<file path="config.mk">
export PLATFORM = sky130hd
export DESIGN_NAME = dm_arb
export DESIGN_NICKNAME = d
export VERILOG_FILES = /design/src/rtl/dm_arb.sv
export SDC_FILE = /design/constraint.sdc
export NUM_CORES = 1
export LEC_CHECK = 0
export BUFFER_PORTS_ARGS = -buffer_cell sky130_fd_sc_hd__buf_2
export CORE_MARGIN = 5
export CORE_UTILIZATION = 33
export CTS_CLUSTER_DIAMETER = 100
export DETAILED_ROUTE_END_ITERATION = 8
export PLACE_DENSITY = 0.81
export REMOVE_ABC_BUFFERS = 1
export SYNTH_ARGS = -nofsm -noshare
export SYNTH_HDL_FRONTEND = slang
export SYNTH_SLANG_ARGS = --single-unit
export TNS_END_PERCENT = 10
</file>
<file path="constraint.sdc">
create_clock -name clk -period 2.5 [get_ports clk]
set_clock_uncertainty 0.2 [all_clocks]
set_input_delay 0.375 -clock clk [delete_from_list [all_inputs] [get_ports clk]]
set_output_delay 0.375 -clock clk [all_outputs]
set_load 0.05 [all_outputs]
</file>
<file path="src/rtl/dm_arb.sv">
// Two-requester arbiter in front of a single-ported data memory: round-robin
// between CPU (0) and loader (1), with a bounded lock burst for the loader.
module dm_arb #(
    parameter int BURST_MAX = 8
) (
    input  logic        clk,
    input  logic        rst_n,
    input  logic        req0,
    input  logic        we0,
    input  logic [15:0] addr0,
    input  logic [15:0] wdata0,
    input  logic        req1,
    input  logic        we1,
    input  logic [15:0] addr1,
    input  logic [15:0] wdata1,
    input  logic        lock1,
    output logic        gnt0,
    output logic        gnt1,
    output logic        rvalid0,
    output logic        rvalid1,
    output logic [15:0] rdata,
    output logic [15:0] mem_addr,
    output logic [15:0] mem_wdata,
    output logic        mem_re,
    output logic        mem_we,
    input  logic [15:0] mem_rdata,
    output logic        dbg_locked,
    output logic [7:0]  dbg_bcnt,
    output logic        dbg_last
);

    typedef enum logic {UNLOCKED, LOCKED} lock_state_e;

    localparam logic [7:0] BMAX = 8'(BURST_MAX);

    lock_state_e state_q, state_d;
    logic [7:0]  bcnt_q, bcnt_d;
    logic        last_q;
    logic        burst_hold;
    logic        burst_done;

    // Handshake: a request is accepted in exactly the cycle its gnt is high;
    // the requester keeps req and its op fields stable until then.
    always_comb begin
        gnt0       = 1'b0;
        gnt1       = 1'b0;
        burst_hold = (state_q == LOCKED) && req1 && lock1 && (bcnt_q < BMAX);
        burst_done = (state_q == LOCKED) && (bcnt_q == BMAX);
        if (burst_hold) begin
            gnt1 = 1'b1;
        end else if (burst_done && req0) begin
            gnt0 = 1'b1;
        end else if (req0 && req1) begin
            gnt0 = last_q;
            gnt1 = ~last_q;
        end else if (req0) begin
            gnt0 = 1'b1;
        end else if (req1) begin
            gnt1 = 1'b1;
        end
    end

    always_comb begin
        state_d = state_q;
        bcnt_d  = bcnt_q;
        case (state_q)
            UNLOCKED: begin
                if (gnt1 && lock1) begin
                    state_d = LOCKED;
                    bcnt_d  = 8'd1;
                end
            end
            LOCKED: begin
                if (!lock1 || !req1 || (bcnt_q == BMAX)) begin
                    state_d = UNLOCKED;
                    bcnt_d  = 8'd0;
                end else begin
                    bcnt_d = bcnt_q + 8'd1;
                end
            end
            default: begin
                state_d = UNLOCKED;
                bcnt_d  = 8'd0;
            end
        endcase
    end

    always_ff @(posedge clk or negedge rst_n) begin
        if (!rst_n) begin
            state_q <= UNLOCKED;
            bcnt_q  <= 8'd0;
            last_q  <= 1'b1;
            rvalid0 <= 1'b0;
            rvalid1 <= 1'b0;
        end else begin
            state_q <= state_d;
            bcnt_q  <= bcnt_d;
            if (gnt0 || gnt1) begin
                last_q <= gnt1;
            end
            rvalid0 <= gnt0 & ~we0;
            rvalid1 <= gnt1 & ~we1;
        end
    end

    always_comb begin
        mem_re    = (gnt0 & ~we0) | (gnt1 & ~we1);
        mem_we    = (gnt0 & we0) | (gnt1 & we1);
        mem_addr  = 16'h0000;
        mem_wdata = 16'h0000;
        if (gnt0) begin
            mem_addr  = addr0;
            mem_wdata = wdata0;
        end else if (gnt1) begin
            mem_addr  = addr1;
            mem_wdata = wdata1;
        end
    end

    assign rdata      = mem_rdata;
    assign dbg_locked = (state_q == LOCKED);
    assign dbg_bcnt   = bcnt_q;
    assign dbg_last   = last_q;

endmodule

</file>
==> summary.md <==
| Metric | Value |
|---|---|
| Ys Warns | 0 |
| H-tree depth | 1 |
| Worst r2r dst | dbg_bcnt[7]$_DFFE_PN0P_ |
| Synth unique cells | 38 |
| Post-Route WL | 5.53 mm |
| R2R setup slack | 0.44 ns |
| Post-Syn Area per Cell | about 9.5 µm² |
| Final Instance Area | 2090 µm² |
| Buf/Inv on CP | 3 |
| First-pass GRT wire length | 8.36 mm |
| DR WL/cell | 19.1 µm |
| CTS tree | done |
| Worst hold path type | primary input to register |
| Synth Area in Adders | 2.07% |
| Layout area overhead | 72.6% |
| Total Power | 1.10 mW |
| Number of enable flip-flop cells after synthesis | 0 |
| Routability cong. | 0.857 |
| CP Max Fanout | 22 |
| Power Density | 526 nW/µm² |
| Die area | between 4000 and 5000 µm² |
| Area leader, netlist | a22o_1 |
| Non-filler cells, final | 290 |
| Grt total ovfl | 0 |
| Slew Limit Headroom | 53.7% |
| Multiplexer area fraction after synthesis | under 10% |
| Final hold violation count | 0 |
| # DRC | 0 |
| GR Layer Usage met2 | 35.3% |
| Starting density of the core | ~34% |
| WP depth | 7 |
| Critical path type | register to output port |
| HPWL Detailed | 4.34 mm |
| Worst R2R Path Depth | 6 |
| Clock-pin slew on the worst setup and hold paths | 0.05 ns |
| Failing checks | negative setup slack |
| FMAX | about 370 MHz |
| Met3 Usage GRT | 12.9% |
| Worst EP arrival | 2.12 ns |
| Row Count | 22 |
| Total GRT Usage | 21.6% |
| Final worst slack | -0.192 ns |
| Status | complete, but fails checks |
| WP data required | 1.92 ns |
| CP dominant cell by count | buf_6 |
| Peak VDD IR | ~0.30 mV |
| Most common cell in the synthesized netlist | a22o_1 |
| Startpoint Class | register |
| Mapped cell area | 1210 µm² |
| CTS Buf Count | 3 |
| Top cells by area, synth | a22o_1 25%, dfrtp_1 23%, buf_4 9.9% |
| Largest delay contributor family on the critical path | simple AND/OR/NAND/NOR gates |
| Area share of the largest cell type after synthesis | approximately 25% |
| Cells after synthesis | 128 |
| CTS root buf | clkbuf_8 |
| Lkg Pwr | 1.13 nW |
| Crit path launch | dbg_bcnt[6]$_DFFE_PN0P_ |
| DRT iter0 DRCs | 87 |
| CP max stage cell | or4_4 |
| Die height | 70.6 µm |
| GRT busiest layer | met2 |
| I/O Buffers | 118 |
| Clock Path Buffers | 2 |
| Post-layout util | approximately 58% |
| Final Max Slew Viols | 0 |
| Cell Count Post-Placement | 285 |
| # diodes | 0 |
| Largest net degree at the start of global routing | 23 |
| Xor and xnor area share after synthesis | 1.45% |
| Vias per inst | between 5 and 6 |
| Register area share after synthesis | 24.9% |
| Ys async rst share | 100% |
| Layout cells sized above 1 | 60.7% |
| RR Startpoint | dbg_bcnt[6]$_DFFE_PN0P_ |
| Pre-antenna DRT Iters | 4 |
| Cell Area, Placed | 1790 µm² |
| CP Capture Point | mem_addr[0] |
| Nets | 332 |
| Clock Latency Late Sink | approximately 0.24 ns |
| Crit-path cells | or4_4, o21ai_4, buf_6, a21oi_2, buf_6, a22o_1, buf_6 |
| Final Critical Period | 2.69 ns |
| Yosys reg bits | 12 |
| Unrepaired setup endpoints after global routing | true |
| Core area | 3610 µm² |
| Routed Antenna Nets | 0 |
| Simple-Gate Fraction of Synth Area | ~14% |
| Die X | 70.6 µm |
| Slew @ Worst Pin | roughly 0.7 ns |
| Largest family of logic cells by synthesized area | compound AO/OA/AOI/OAI gates |
| Antenna violations before repair | 0 |
| Vias | ~1500 |
| Most used DFF post-synth | dfrtp_1 |
| Max-cap viol count | 0 |
| M1 GR Usage | between 20% and 30% |
| Clock sink count | 12 |
| Synth cell count leaders | 35 x a22o_1, 16 x buf_4, 11 x dfrtp_1 |
| Final setup vio count | 35 |
| Final Cycle Share | 108% |
| Critical Path End Type | output port |
| Post-synthesis compound-gate area fraction | 36.5% |
| Worst stage delay on the critical path | 0.56 ns |
| Vias in the first global route | 1622 |
| Io pins | 151 |
## where the power goes
group          leakage, nW  internal [mW]  switching [mW]
clock network       0.0288          0.139          0.0717
registers            0.157          0.208         0.00910
logic                0.939          0.253           0.418
total                 1.13          0.600           0.499
## cell usage in the layout (no fill, tap or decap), drive strengths merged, types with 3 or more instances in the layout
cell and count:
clkbuf 4, inv 6, buf 133, nand2 7, o21ai 3, nand3 6, a21oi 4, a22o 35
dfrtp 11
## kinds of logic after synthesis
family          Yosys count
compound gates           52
xor+xnor                  2
fa+ha+maj                 2
buf+inv                  30
flops                    12
mux                       2
simple gates             28
## cell type report
| cell class | count | area [µm²] |
|---|---|---|
| Fill cell | 305 | 1520 |
| Timing Repair Buffer | 134 | 976 |
| Multi-Input combinational cell | 86 | 674 |
| Sequential cell | 12 | 303 |
| Tap cell | 48 | 60.1 |
| Clock buffer | 4 | 55.1 |
| Inverter | 6 | 22.5 |
## worst min path at each step
stage / to / slack [ns] / cells past startpoint / startpoint
after floorplan: dbg_bcnt[0]$_DFFE_PN0P_ / -0.12 / 0 / rst_n
after global placement: dbg_bcnt[5]$_DFFE_PN0P_ / 0.07 / 1 / rst_n
after detailed placement: dbg_bcnt[3]$_DFFE_PN0P_ / 0.07 / 1 / rst_n
after CTS: rvalid1$_DFF_PN0_ / 0.23 / 3 / we1
after global routing: rvalid1$_DFF_PN0_ / 0.24 / 3 / we1
final: rvalid1$_DFF_PN0_ / 0.24 / 3 / we1
## sequential cells by signal (all words and copies together), names as in the netlist
register and cells:
rvalid1 1, dbg_bcnt 8, dbg_locked 1, dbg_last 1, rvalid0 1
## per-stage QoR
| stage | setup WS (ns) | TNS, ns | hold slack (ns) |
|---|---|---|---|
| after floorplan | -1.12 | -39.86 | -0.121 |
| after global placement | 0.000828 | 0 | 0.0714 |
| after detailed placement | -0.00408 | -0.00781 | 0.0742 |
| after CTS | -0.180 | -5.47 | 0.234 |
| after global routing | -0.298 | -8.92 | 0.241 |
| final | -0.192 | -5.63 | 0.238 |
## layer usage
metal	part of all wire [%]	vias up
met2	46	119
met5	0.94	-
met1	37	707
met4	0.69	2
met3	15	6
li1	-	705
## what timing repair did
item                       in CTS  in global routing
hold buffers                    1                  0
hold endpoints to repair       11                  0
pin swaps                       1                  8
setup endpoints to repair      36                 36
resized for setup              74                  3
setup buffers                   0                  0
## worst reg2reg max path, stage by stage, from the launching register on
cell and delay (ns):
dfrtp_1 0.38, buf_6 0.14, nor4_4 0.32, buf_4 0.18, a31oi_1 0.21, and3_1 0.25, a211o_1 0.27
No activity file was read; power rests on OpenSTA's default activity.
